==> config.mk <==
export PLATFORM = sky130hd
export DESIGN_NAME = product_accumulator
export DESIGN_NICKNAME = d
export VERILOG_FILES = /design/src/rtl/product_accumulator.sv
export SDC_FILE = /design/constraint.sdc
export NUM_CORES = 1
export LEC_CHECK = 0
export BUFFER_PORTS_ARGS = -buffer_cell sky130_fd_sc_hd__buf_2
export CORE_ASPECT_RATIO = 0.75
export CORE_UTILIZATION = 59
export CTS_CLUSTER_DIAMETER = 50
export DETAILED_ROUTE_END_ITERATION = 12
export GPL_TIMING_DRIVEN = 0
export PLACE_DENSITY = 0.79
export SLEW_MARGIN = 5
export SYNTH_ARGS = -nofsm -noshare
export SYNTH_HDL_FRONTEND = slang
export SYNTH_SLANG_ARGS = --single-unit
==> constraint.sdc <==
create_clock -name clk -period 3.7 [get_ports clk]
set_clock_uncertainty 0.1 [all_clocks]
set_input_delay 0.37 -clock clk [delete_from_list [all_inputs] [get_ports clk]]
set_output_delay 0.37 -clock clk [all_outputs]
set_load 0.03 [all_outputs]
==> src/rtl/product_accumulator.sv <==
// Accumulates a run of signed 32-bit products into a wide accumulator.
// The run result is saturated to 32 bits and held until the downstream consumer takes it.
module product_accumulator #(
   parameter int LEN_W = 8,
   parameter int ACC_W = 40
) (
   input  logic             clk,
   input  logic             rst,
   input  logic             start,
   input  logic [LEN_W-1:0] len,
   input  logic [31:0]      prod,
   input  logic             prod_valid,
   output logic             prod_ready,
   output logic [31:0]      sum,
   output logic             sat,
   output logic             sum_valid,
   input  logic             sum_ready,
   output logic             busy,
   output logic [LEN_W-1:0] count
);

   typedef enum logic [1:0] {IDLE, ACC, DONE} state_t;

   state_t                   state, state_next;
   logic signed [ACC_W-1:0]  acc, acc_next;
   logic signed [ACC_W-1:0]  prod_ext, acc_sum;
   logic [LEN_W-1:0]         len_latched, len_next;
   logic [LEN_W-1:0]         count_next, count_inc;
   logic [31:0]              sum_next;
   logic                     sat_next;
   logic                     transfer;
   logic [32:0]              clipped;

   // Returns {sat, sum}; the value fits in 32 bits only if all bits above bit 31 match bit 31.
   function automatic logic [32:0] saturate(input logic signed [ACC_W-1:0] a);
      logic [ACC_W-32:0] top;
      top = a[ACC_W-1:31];
      if ((&top) || !(|top))
         return {1'b0, a[31:0]};
      else if (a[ACC_W-1])
         return {1'b1, 32'h8000_0000};
      else
         return {1'b1, 32'h7FFF_FFFF};
   endfunction

   assign prod_ready = (state == ACC);
   assign sum_valid  = (state == DONE);
   assign busy       = (state != IDLE);

   assign prod_ext  = {{(ACC_W-32){prod[31]}}, prod};
   assign acc_sum   = acc + prod_ext;
   assign transfer  = prod_valid && (state == ACC);
   assign count_inc = count + LEN_W'(1);
   assign clipped   = saturate(acc_sum);

   always_comb begin
      state_next = state;
      acc_next   = acc;
      count_next = count;
      len_next   = len_latched;
      sum_next   = sum;
      sat_next   = sat;
      case (state)
         IDLE: begin
            if (start) begin
               len_next   = len;
               acc_next   = '0;
               count_next = '0;
               if (len == '0) begin
                  state_next = DONE;
                  sum_next   = '0;
                  sat_next   = 1'b0;
               end else begin
                  state_next = ACC;
               end
            end
         end
         ACC: begin
            if (transfer) begin
               acc_next   = acc_sum;
               count_next = count_inc;
               // The result is registered on the final transfer so it is ready with sum_valid.
               if (count_inc == len_latched) begin
                  state_next = DONE;
                  sum_next   = clipped[31:0];
                  sat_next   = clipped[32];
               end
            end
         end
         DONE: begin
            if (sum_ready)
               state_next = IDLE;
         end
         default: state_next = IDLE;
      endcase
   end

   always_ff @(posedge clk or posedge rst) begin
      if (rst) begin
         state       <= IDLE;
         acc         <= '0;
         count       <= '0;
         len_latched <= '0;
         sum         <= '0;
         sat         <= 1'b0;
      end else begin
         state       <= state_next;
         acc         <= acc_next;
         count       <= count_next;
         len_latched <= len_next;
         sum         <= sum_next;
         sat         <= sat_next;
      end
   end

endmodule

* Word-level counts from Yosys, hierarchy flattened
Index checks and enable logic that the tools add are counted.
Operators by class: add/sub/neg operators 2, multipliers 0, div/mod/pow operators 0, magnitude comparators 0, eq/ne operators 8, shift-type cells 0, multiplexer cells 24, bitwise logic cells 0, reduce and logical (&&, ||, !) cells 13
Operator list (number):
- $mux 32 | 5
- $mux 40 | 2
- $pmux 40 s2 | 1
- $pmux 32 s2 | 1
- $add 40x32->40 | 1
- $mux 33 | 1
- $mux 8 | 2
- $pmux 8 s2 | 1
- $mux 2 | 5
- $reduce_and 9->1 | 1
- $reduce_or 9->1 | 1
- $add 8x1->8 const B | 1
- $eq 8x8->1 | 1
- $logic_not 8->1 | 1
- $ne 2x1->1 const B | 3
- $pmux 2 s3 | 1
- $reduce_and 5->1 | 1
- $mux 1 | 4
- $ne 2x2->1 const B | 2
- $reduce_and 4->1 | 1
- $reduce_bool 2->1 | 2
- $reduce_and 3->1 | 1
- $eq 2x1->1 const B | 1
- $eq 2x2->1 const B | 1
- other kinds (6) | 6
Word-level totals: flip-flop bits (word level) 91, bits in latches 0, RAM bits 0, bits in read-only memories 0, input bits 45, word-level logic and storage cells 53, memories kept 0

* Depth between registers and ports, before layout
Gate-level depths: netlist of run 1.
depth in word-level cells 8, gate-level depth with buffers 14

* Worst setup path after synthesis of run 1
No wires, ideal clock.
kind reg2reg, from register acc[0], to register sat, arrival time 3.083 ns, setup slack 0.396 ns, cell stages (with the launch flop) 15, path buffers 2, clock period less this slack 3.304 ns, cell sequence dfrtp_1 ha_1 fa_1 a211oi_2 o211ai_1 nand3_2 a21oi_2 or3_4 a41oi_2 nand4_1 a2111o_1 buf_6 buf_8 a22oi_1 nand2_1
Between the ends: word-level cells in the longest chain between the ends 8, elaborated cells between the ends (all ways) 9, those cells by class 1 x add/sub; 4 x mux; 4 x reduce/logical
Ends and longest elaborated chain:
- start: declaration | RTL line 25 | logic signed [ACC_W-1:0] acc, acc_next;
- start signal: assignment | RTL line 108 | acc <= acc_next;
- $add 40x32->40 * | RTL line 51 | assign acc_sum = acc + prod_ext;
- $reduce_or 9->1 | RTL line 38 | if ((&top) || !(|top))
- $logic_not 1->1 | RTL line 38
- $logic_or 1x1->1 * | RTL line 38
- $mux 33 * | RTL line 38
- $mux 1 * | RTL line 83 | if (count_inc == len_latched) begin
- $mux 1 * | RTL line 79 | if (transfer) begin
- $pmux 1 s2 * | RTL line 63 | case (state)
- end signal: assignment | RTL line 112 | sat <= sat_next;
- end: declaration | RTL line 15 | output logic sat,
Every way passes the cells marked *; elsewhere a longest branch is shown, timed or not. The select of a mux whose other input is x is not followed. A chain may end at the register's enable or synchronous reset.

* Worst setup path after layout of run 1
Ends and elaborated chain as after synthesis.

==> impl_metrics.env, run 1 <==
export IMPL_path_cells="ha_4 > fa_2 > a211oi_4 > o21ai_2 > a32oi_2 > nand3b_1 > a21oi_2 > xnor2_2 > nand4_1 > a2111o_1 > buf_6 > buf_8 > a22oi_2 > nand2_1"
export IMPL_violations="negative setup slack"
export IMPL_synthMuxAreaShare=0.0151
export IMPL_clock_path_buffers=2
export IMPL_synth_area_leaders="dfrtp_1 (34%), ha_1 (7.6%), nand2_1 (7.3%), a21oi_1 (6.5%), a22o_1 (4.2%)"
export IMPL_tns_ns=-1.12
export IMPL_top_usage_layer="met2"
export IMPL_gp_congestion=0.948
export IMPL_dp_hpwl_mm=15.1
export IMPL_critPathLaunchType="flip-flop"
export IMPL_drive_gt1_frac=0.216
export IMPL_htreeDepth=3
export IMPL_yosys_top_cells_count="nand2_1 (129), dfrtp_1 (91), a21oi_1 (86)"
export IMPL_drv_slew=0
export IMPL_power_mw=8.20
export IMPL_tightestPinTransition_ns=0.744
export IMPL_synth_avg_cell_area_um2=8.53
export IMPL_path_max_fanout=10
export IMPL_nets=969
export IMPL_overflow=0
export IMPL_dr_pass1_iters=5
export IMPL_port_buffer_count=88
export IMPL_use_met1=0.484
export IMPL_synth_top_area_cell="dfrtp_1"
export IMPL_setup_viol=25
export IMPL_path_buf_inv=2
export IMPL_synth_cells=776
export IMPL_cts_tree="yes"
export IMPL_synthAdderAreaFrac=0.0786
export IMPL_yosys_register_bits=91
export IMPL_hold_path_class="input pin to async pin"
export IMPL_diodes=0
export IMPL_cp_slowest_cell="fa_2"
export IMPL_drtAntennaViolNets=0
export IMPL_die_height_um=93.7
export IMPL_grt_pass1_vias=6095
export IMPL_synth_seq_area_share=0.344
export IMPL_synthSimpleGateAreaFrac=0.190
export IMPL_cts_sinks=91
export IMPL_fmax_mhz=264
export IMPL_powerDensity_nw_per_um2=1050
export IMPL_numCtsBuffers=9
export IMPL_area_growth_pct=18.6
export IMPL_status="finished, violations left"
export IMPL_die_w_um=124
export IMPL_met2_usage=0.512
export IMPL_synth_compound_area_frac=0.268
export IMPL_cts_root_buf="clkbuf_16"
export IMPL_synth_flop_cell="dfrtp_1"
export IMPL_track_usage=0.344
export IMPL_clkSlewWorstSetupHoldPaths_ns=0.07
export IMPL_fin_ws_ns=-0.0899
export IMPL_crit_family="compound AO/OA/AOI/OAI gates"
export IMPL_grt_max_degree=47
export IMPL_vias_per_cell=6.49
export IMPL_synth_top_family_by_area="compound AO/OA/AOI/OAI gates"
export IMPL_worstSkewPairLatency_ns=0.35
export IMPL_synth_edf_count=0
export IMPL_synth_distinct_cells=64
export IMPL_finalCriticalPeriod_ns=3.79
export IMPL_worstPathRequired_ns=3.83
export IMPL_finalHoldViolCount=0
export IMPL_synth_xor_area_frac=0.0658
export IMPL_ir_worst_vdd_uv=483
export IMPL_maxCapViolCount=0
export IMPL_place_ws_ns=-0.447
export IMPL_coreArea_um2=10900
export IMPL_yosysMostFrequentCell="nand2_1"
export IMPL_io_pins=89
export IMPL_critPathKind="flip-flop to flip-flop"
export IMPL_drt_wl_total_mm=20.4
export IMPL_drt_iter0_drc=631
export IMPL_timing_final_crit_share=1.02
export IMPL_yosysWarningCount=0
export IMPL_dieArea_um2=11700
export IMPL_end_kind="flip-flop"
export IMPL_start_util=0.605
export IMPL_ys_async_sr_fraction=1.00
export IMPL_grt_setup_unrepaired="true"
export IMPL_drcViolationCount=0
export IMPL_grtUsageMet3=0.0752
export IMPL_row_count=33
export IMPL_syn_nets=862
export IMPL_antenna_found_initial=0
export IMPL_hold_ws_ns=0.00605
export IMPL_slew_headroom=0.504
export IMPL_vias=6667
export IMPL_wl_per_cell_um=19.9
export IMPL_worst_ep_arrival_time_ns=3.92
export IMPL_leakagePower_nw=3.57
export IMPL_grt_pass1_wl_mm=31.5
export IMPL_cpPeakStageDelay_ns=0.43
export IMPL_synth_top_area_share=0.344
export IMPL_netlist_area_um2=6620
## worst register-to-register path, cell delays in order, from the launching register on
cell and delay [ns]:
dfrtp_1 0.42, ha_4 0.19, fa_2 0.43, a211oi_4 0.29, o21ai_2 0.13, a32oi_2 0.35
nand3b_1 0.17, a21oi_2 0.28, xnor2_2 0.17, nand4_1 0.18, a2111o_1 0.43, buf_6 0.16
buf_8 0.15, a22oi_2 0.17, nand2_1 0.08
## kinds of logic (layout without fill, tap and decap cells)
logic type,after synthesis,after routing
xor+xnor,48,48
buf+inv,56,167
flops,91,91
fa+ha+maj,41,41
simple gates,262,262
compound gates,269,269
mux,9,9
## worst paths after layout
check	cells after the start	endpoint	start	slack [ns]
max	14	sat$_DFFE_PP0P_	acc[0]$_DFFE_PP0P_	-0.09
min	2	sum[4]$_DFFE_PP0P_	rst	0.006
max reg2reg	14	sat$_DFFE_PP0P_	acc[0]$_DFFE_PP0P_	-0.09
min reg2reg	2	acc[37]$_DFFE_PP0P_	acc[37]$_DFFE_PP0P_	0.39
max in group asynchronous	3	acc[18]$_DFFE_PP0P_	rst	2.85
min in group clk	2	len_latched[0]$_DFFE_PP0P_	len[0]	0.17
## sequential cells by signal, indices dropped and copies added, names as in the netlist
name	count
acc	40
sum	32
count	8
len_latched	8
state	2
sat	1
## per-stage QoR
stage / std cells / util / cell area (um^2)
after floorplan: 776 / - / 6620
after global placement: 1004 / 0.661 / 7240
after detailed placement: 1005 / 0.664 / 7270
after CTS: 1023 / 0.698 / 7640
after global routing: 1027 / 0.717 / 7850
final: 1027 / 0.717 / 7850
## layout make-up
class	instances	area [um^2]
clock inverters	4	73.8
fillers	872	3090
inverters	15	58.8
multi-input cells	629	4270
flip-flops and latches	91	2280
clock buffers	11	243
plain buffers	41	225
well taps	140	175
repair buffers	96	524
## power by group
group / internal (mW) / switching (mW) / total [mW]
Combinational: 1.89 / 3.51 / 5.40
Sequential: 1.46 / 0.326 / 1.78
Clock: 0.609 / 0.408 / 1.02
## placed cells by master (no fill, tap or decap), drive strengths merged, types with 3 or more instances in the layout
cell type  Yosys  routed
nand2        129     129
buf           18     112
a21oi         93      93
dfrtp         91      91
o21ai         46      46
ha            40      40
clkbuf        23      36
a22o          32      32
nor2          32      32
xnor2         32      32
nand3         23      23
o22ai         23      23
nor3          19      19
xor2          16      16
inv           15      16
nand4         14      14
a21o          11      11
a211oi        10      10
nor4b         10      10
nor2b          8       8
o31ai          8       8
mux2           8       8
a22oi          7       7
and2           6       6
and3           6       6
or3            6       6
a31oi          5       5
o21bai         5       5
o211ai         5       5
a21boi         5       5
nand2b         3       3
a32o           3       3
## routing by layer
layer  up-vias  wire, um  part of all wire
met5         -         0                 0
met4         0       671             0.033
met3        58      1780             0.087
met2       332      8880              0.44
met1      3202      9060              0.44
li1       3075         -                 -
## timing repair
action,in CTS,in global routing
hold buffers,0,0
gates resized for setup,9,42
buffers inserted,3,4
pin swaps,2,15
endpoints found under the setup margin,32,33
(Power assumes the default switching activity.)
==> inputs of run 2 (changes only) <==
Settings changed: ABC_AREA from default to 1.
==> run 2 against run 1 <==
  * Sequential power fell by 2%
  * Utilization fell by 1.1 points
  * First-iteration DRC count rose by 3.5%
  * Final area rose by 0.35%
  * Sequential share of layout area fell by 0.10 points
  * Clock-buffer cell count fell by 1
  * Hold slack improved by 0.15 ns
  * The run now ends clean
  * Cell count rose by 26%
  * Critical path depth rose by 5
  * Via count rose by 5.8%
  * Fmax rose by 18%
  * Critical path type unchanged
  * Highest routed layer unchanged
==> impl_metrics.env, run 2 <==
export IMPL_status="completed"
export IMPL_grt_max_degree=71
export IMPL_post_cts_resized=0
export IMPL_netlist_area_um2=6900
export IMPL_grt_pass1_wl_mm=31.8
export IMPL_dp_hpwl_mm=15.9
export IMPL_hold_path_depth=2
export IMPL_synth_cells=1046
export IMPL_final_common_cell="nand2_1"
export IMPL_worstPathRequired_ns=3.84
export IMPL_drtAntennaViolNets=0
export IMPL_synth_edf_count=0
export IMPL_cts_root_buf="clkbuf_16"
export IMPL_finalCriticalPeriod_ns=3.22
export IMPL_antenna_found_initial=0
export IMPL_cts_sinks=91
export IMPL_dieArea_um2=12100
export IMPL_maxCapViolCount=0
export IMPL_overflow=0
export IMPL_synth_distinct_cells=43
export IMPL_tightestPinTransition_ns=0.663
export IMPL_vias=7056
export IMPL_worstSkewPairLatency_ns=0.35
export IMPL_yosysMostFrequentCell="nand2_1"
export IMPL_finalHoldViolCount=0
export IMPL_path_buf_inv=1
export IMPL_place_ws_ns=0.469
export IMPL_leakagePower_nw=4.42
export IMPL_worst_ep_arrival_time_ns=3.36
export IMPL_drive_gt1_frac=0.152
export IMPL_powerDensity_nw_per_um2=927
export IMPL_rr_worst_depth=19
export IMPL_port_buffer_count=88
export IMPL_fmax_mhz=311
export IMPL_syn_nets=1132
export IMPL_coreArea_um2=11100
export IMPL_cp_slowest_cell="fa_1"
export IMPL_diodes=0
export IMPL_die_w_um=127
export IMPL_grt_pass1_vias=6111
export IMPL_gp_congestion=0.976
export IMPL_drcViolationCount=0
export IMPL_postLayoutCellArea_um2=7880
export IMPL_synth_area_leaders="dfrtp_1 (33%), nand2_1 (23%), ha_1 (7.3%), inv_1 (6.7%), o21ai_0 (5.4%)"
export IMPL_dpl_cell_area_um2=7550
export IMPL_cpMostUsedCell="nand2_1"
export IMPL_cts_setup_buffers=0
export IMPL_mostFrequentLayoutCells="nand2_1 (429), inv_1 (122), dfrtp_1 (91)"
export IMPL_setup_viol=0
export IMPL_clock_path_buffers=2
export IMPL_drt_iter0_drc=653
export IMPL_multi_input_area_um2=3980
export IMPL_synth_flop_cell="dfrtp_1"
export IMPL_timing_final_crit_share=0.870
export IMPL_whs_endpoint="len_latched[3]$_DFFE_PP0P_"
export IMPL_cts_tree="yes"
export IMPL_htreeDepth=3
export IMPL_critPathKind="flip-flop to flip-flop"
export IMPL_n_fill_cell=1005
export IMPL_slew_headroom=0.556
export IMPL_area_growth_pct=14.1
export IMPL_io_pins=89
export IMPL_reg_largest_list="acc: 40 flops, sum: 32 flops"
export IMPL_ir_worst_vdd_uv=663
export IMPL_largest_reg_flops=40
export IMPL_synth_top_area_cell="dfrtp_1"
export IMPL_hold_path_class="input pin to flip-flop"
export IMPL_fin_ws_ns=0.480
export IMPL_synth_avg_cell_area_um2=6.60
export IMPL_grt_setup_unrepaired="false"
export IMPL_numCtsBuffers=9
export IMPL_die_height_um=95.7
export IMPL_path_max_fanout=10
export IMPL_ys_async_sr_fraction=1.00
export IMPL_row_count=33
export IMPL_path_cells="ha_1 > fa_1 > nand2_1 > nand2_1 > nand3_1 > nand2_1 > nand2_1 > nand2_1 > nand2_1 > nand3_1 > nand2_1 > nand3_1 > nor2_1 > nand3_2 > nand3_4 > buf_6 > nand2_1 > nand2_1 > nand2_1"
export IMPL_largest_register="acc"
export IMPL_synth_seq_area_share=0.330
export IMPL_crit_family="simple AND/OR/NAND/NOR gates"
export IMPL_yosys_register_bits=91
export IMPL_rrSetupSlack_ns=0.48
export IMPL_critPathLaunchType="flip-flop"
export IMPL_drt_wl_total_mm=19.9
export IMPL_vias_per_cell=5.46
export IMPL_drv_slew=0
export IMPL_end_kind="flip-flop"
export IMPL_track_usage=0.347
export IMPL_register_area_um2=2280
export IMPL_clkSlewWorstSetupHoldPaths_ns=0.08
export IMPL_r2r_start="acc[0]$_DFFE_PP0P_"
export IMPL_start_util=0.619
export IMPL_cpPeakStageDelay_ns=0.50
export IMPL_dr_pass1_iters=5
export IMPL_nets=1233
export IMPL_r2r_end="sum[12]$_DFFE_PP0P_"
export IMPL_wl_per_cell_um=15.4
export IMPL_yosysWarningCount=0
export IMPL_yosys_top_cells_count="nand2_1 (429), inv_1 (123), dfrtp_1 (91)"
export IMPL_synth_top_area_share=0.330
export IMPL_hold_start="len[3]"
[run 2: cell families after synthesis]
| group | after synthesis | synth area share |
|---|---|---|
| AOI/OAI and AO/OA | 164 | 0.129 |
| xor gates and xnor gates | 11 | 0.0140 |
| adders and majority gates | 41 | 0.0754 |
| buffers and inverters | 159 | 0.0939 |
| DFF | 91 | 0.330 |
| muxes | 8 | 0.0131 |
| and+or+nand+nor | 572 | 0.345 |
[run 2: per-stage QoR]
stage	setup TNS, ns	std cells	util	total power, mW	hold slack (ns)
CTS	0	1292	0.707	7.19	0.161
finish	0	1292	0.707	7.30	0.161
floorplan	0	1046	-	4.92	0.357
global placement	-17.63	1274	0.674	6.09	0.360
detailed placement	0	1275	0.677	6.16	0.264
global route	0	1292	0.707	7.90	0.168
[run 2: worst max path at each step]
stage	end	slack (ns)	startpoint	cells past startpoint
after detailed placement	sum[14]$_DFFE_PP0P_	0.47	prod[0]	20
after CTS	sum[12]$_DFFE_PP0P_	0.54	acc[0]$_DFFE_PP0P_	19
after global routing	sum[16]$_DFFE_PP0P_	0.24	acc[0]$_DFFE_PP0P_	19
final	sum[12]$_DFFE_PP0P_	0.48	acc[0]$_DFFE_PP0P_	19
after floorplan	acc[0]$_DFFE_PP0P_	0.87	rst	1
after global placement	acc[35]$_DFFE_PP0P_	-0.20	rst	2
[run 2: timing repair]
item                       in CTS  in global routing
hold buffers                    1                  0
setup endpoints to repair       0                  0
hold endpoints to repair       21                  0
[run 2: power by group]
part | leakage, nW | total (mW) | internal [mW] | switching (mW)
sequential | 1.16 | 1.74 | 1.43 | 0.312
combinational | 3.11 | 4.58 | 1.43 | 3.15
clock | 0.153 | 0.988 | 0.556 | 0.432
total | 4.42 | 7.30 | 3.41 | 3.89
[run 2: final cells by class]
type / instances / share of cell area
tap: 140 / 0.0222
clock buffer: 10 / 0.0303
timing repair buffer: 90 / 0.0607
inverter: 139 / 0.0667
buffer: 20 / 0.0159
sequential: 91 / 0.289
clock inverter: 6 / 0.0102
multi-input combinational: 796 / 0.505
[run 2: worst reg2reg max path: stages (launching register included)]
cell,delay (ns)
dfrtp_1,0.39
ha_1,0.22
fa_1,0.50
nand2_1,0.11
nand2_1,0.08
nand3_1,0.08
nand2_1,0.15
nand2_1,0.10
nand2_1,0.14
nand2_1,0.12
nand3_1,0.11
nand2_1,0.12
nand3_1,0.08
nor2_1,0.12
nand3_2,0.14
nand3_4,0.16
buf_6,0.15
nand2_1,0.07
nand2_1,0.11
nand2_1,0.06
[run 2: metal layers]
| metal | vias up | share of wire | global-route usage |
|---|---|---|---|
| li1 | 3526 | - | - |
| met3 | 17 | 0.11 | 0.0758 |
| met4 | 0 | 0.0089 | 0.0724 |
| met1 | 3205 | 0.52 | 0.568 |
| met2 | 308 | 0.37 | 0.450 |
| met5 | - | 0 | 0 |
==> inputs of run 3 (changes only) <==
Settings changed: ABC_AREA 1 to default, CORE_ASPECT_RATIO 0.75 to default.
==> run 3 against run 2 <==
  * The flow now finishes with violations (negative setup slack)
  * Final area decreased by 1.9%
  * Utilization up 0.31 points
  * Via count down 5.7%
  * Fmax decreased by 13%
  * Global-route usage up 1.4 points
  * Combinational power increased by 17%
==> impl_metrics.env, run 3 (same netlist as run 1, synthesis figures left out) <==
export IMPL_status="finished, violations left"
export IMPL_tns_ns=-0.00299
export IMPL_r2r_start="acc[0]$_DFFE_PP0P_"
export IMPL_power_mw=7.81
export IMPL_dpl_cell_area_um2=7270
export IMPL_finalHoldViolCount=0
export IMPL_numCtsBuffers=9
export IMPL_whs_endpoint="len_latched[4]$_DFFE_PP0P_"
export IMPL_worstPathRequired_ns=3.86
export IMPL_setup_viol=1
export IMPL_hold_path_depth=2
export IMPL_die_height_um=108
export IMPL_p_sw_mw=4.15
export IMPL_cts_sinks=91
export IMPL_power_frac_comb=0.684
export IMPL_pwr_share_seq=0.229
export IMPL_fmax_mhz=270
export IMPL_drtAntennaViolNets=0
export IMPL_diodes=0
export IMPL_fin_ws_ns=-0.00299
export IMPL_place_ws_ns=-0.560
export IMPL_post_place_cells=1005
export IMPL_top_usage_layer="met2"
export IMPL_post_route_util=0.710
export IMPL_dp_hpwl_mm=15.1
export IMPL_grt_pass1_vias=6426
export IMPL_largest_reg_flops=40
export IMPL_cts_root_buf="clkbuf_8"
export IMPL_grt_setup_unrepaired="true"
export IMPL_drt_wl_total_mm=20.5
export IMPL_finalNonFillerCells=1029
export IMPL_wl_per_cell_um=19.9
export IMPL_end_kind="flip-flop"
export IMPL_critPathLaunchType="flip-flop"
export IMPL_drive_gt1_frac=0.215
export IMPL_overflow=0
export IMPL_leakagePower_nw=3.51
export IMPL_clkSlewWorstSetupHoldPaths_ns=0.08
export IMPL_dr_pass1_iters=6
export IMPL_drcViolationCount=0
export IMPL_io_pins=89
export IMPL_hold_start="len[4]"
export IMPL_ir_worst_vdd_uv=661
export IMPL_die_w_um=108
export IMPL_antenna_found_initial=0
export IMPL_mostFrequentLayoutCells="nand2_1 (127), buf_2 (95), dfrtp_1 (91)"
export IMPL_met2_usage=0.597
export IMPL_dieArea_um2=11600
export IMPL_powerDensity_nw_per_um2=1010
export IMPL_drv_slew=0
export IMPL_postLayoutCellArea_um2=7730
export IMPL_r2r_end="sum[24]$_DFFE_PP0P_"
export IMPL_path_max_fanout=9
export IMPL_cp_slowest_cell="dfrtp_1"
export IMPL_drt_iter0_drc=594
export IMPL_largest_register="acc"
export IMPL_rr_worst_depth=13
export IMPL_p_int_mw=3.66
export IMPL_vias=6655
export IMPL_critPathKind="flip-flop to flip-flop"
export IMPL_violations="negative setup slack"
export IMPL_sw_frac_of_total=0.532
export IMPL_cts_tree="yes"
export IMPL_track_usage=0.361
export IMPL_row_count=38
export IMPL_slew_headroom=0.519
export IMPL_use_met1=0.471
export IMPL_maxCapViolCount=0
export IMPL_tightestPinTransition_ns=0.722
export IMPL_gp_congestion=0.933
export IMPL_htreeDepth=3
export IMPL_vias_per_cell=6.47
export IMPL_cpPeakStageDelay_ns=0.43
export IMPL_grt_max_degree=52
export IMPL_port_buffer_count=88
export IMPL_coreArea_um2=10900
export IMPL_nets=973
export IMPL_finalCriticalPeriod_ns=3.70
export IMPL_reg_largest_list="acc: 40 flops, sum: 32 flops"
export IMPL_worstSkewPairLatency_ns=0.39
export IMPL_clkPwrFrac=0.086
export IMPL_hold_ws_ns=0.132
export IMPL_timing_final_crit_share=1.00
export IMPL_grt_pass1_wl_mm=32.0
export IMPL_path_cells="ha_4 > fa_2 > a211oi_2 > o21ai_2 > a32oi_2 > nand3b_1 > a21oi_2 > xnor2_2 > nand4_1 > a2111o_1 > buf_6 > nor4b_2 > a211oi_1"
export IMPL_hold_path_class="input pin to flip-flop"
export IMPL_worst_ep_arrival_time_ns=3.86
export IMPL_final_common_cell="nand2_1"
export IMPL_grtUsageMet3=0.0508
export IMPL_clock_path_buffers=2
export IMPL_start_util=0.608
export IMPL_rrSetupSlack_ns=-0.003
export IMPL_area_growth_pct=16.7
## run 3: cell types whose count changed in the layout (fill, tap and decap cells not counted), sizes merged, moves of 27 or more
cell and delta:
nand2 -310, inv -123, nor2 -35, a21oi +30
o21ai -30, a22o +28, xnor2 +27
## run 3: layer usage
layer | routed length, um | up-vias
met3 | 1450 | 57
li1 | - | 3068
met2 | 9710 | 311
met1 | 8580 | 3219
met5 | 0 | -
met4 | 709 | 0
## run 3: worst max-delay path by stage
stage	start	cells after the start	slack, ns	endpoint
2_1_floorplan	prod[0]	14	0.40	sat$_DFFE_PP0P_
3_3_place_gp	prod[0]	14	-0.52	sum[5]$_DFFE_PP0P_
3_5_place_dp	prod[0]	14	-0.56	sum[27]$_DFFE_PP0P_
4_1_cts	acc[1]$_DFFE_PP0P_	13	0.004	sum[23]$_DFFE_PP0P_
5_1_grt	acc[0]$_DFFE_PP0P_	14	-0.09	sat$_DFFE_PP0P_
6_report	acc[0]$_DFFE_PP0P_	13	-0.003	sum[24]$_DFFE_PP0P_
## run 3: what timing repair did
item | CTS | global route
pin swaps | 4 | 14
hold buffers | 1 | 0
hold endpoints to repair | 40 | 0
gates resized for setup | 13 | 39
setup buffers | 4 | 6
setup endpoints to repair | 32 | 33
gates cloned | 0 | 0
## run 3: worst max-delay path, delay by kind of cell (launching register included)
family          cells  cell delay (ns)
fa+ha+maj           2             0.61
compound gates      6             1.50
buf+inv             1             0.16
xor+xnor            1             0.16
flops               1             0.43
simple gates        3             0.62
## run 3: layout make-up
cell class                      count  area (um^2)
Buffer                             41          221
Clock buffer                       10          128
Clock inverter                      3         42.5
Fill cell                         853         3160
Inverter                           15         58.8
Multi-Input combinational cell    629         4270
Sequential cell                    91         2280
Tap cell                          140          175
Timing Repair Buffer              100          557
## run 3: power by group through the flow
stage          Combinational (mW)  Clock, mW  Sequential, mW
5_1_grt                      5.81      0.712            1.83
6_report                     5.35      0.674            1.79
4_1_cts                      5.06      0.677            1.78
2_1_floorplan                3.36          0            2.08
3_3_place_gp                 4.82          0            1.77
3_5_place_dp                 4.96          0            1.80
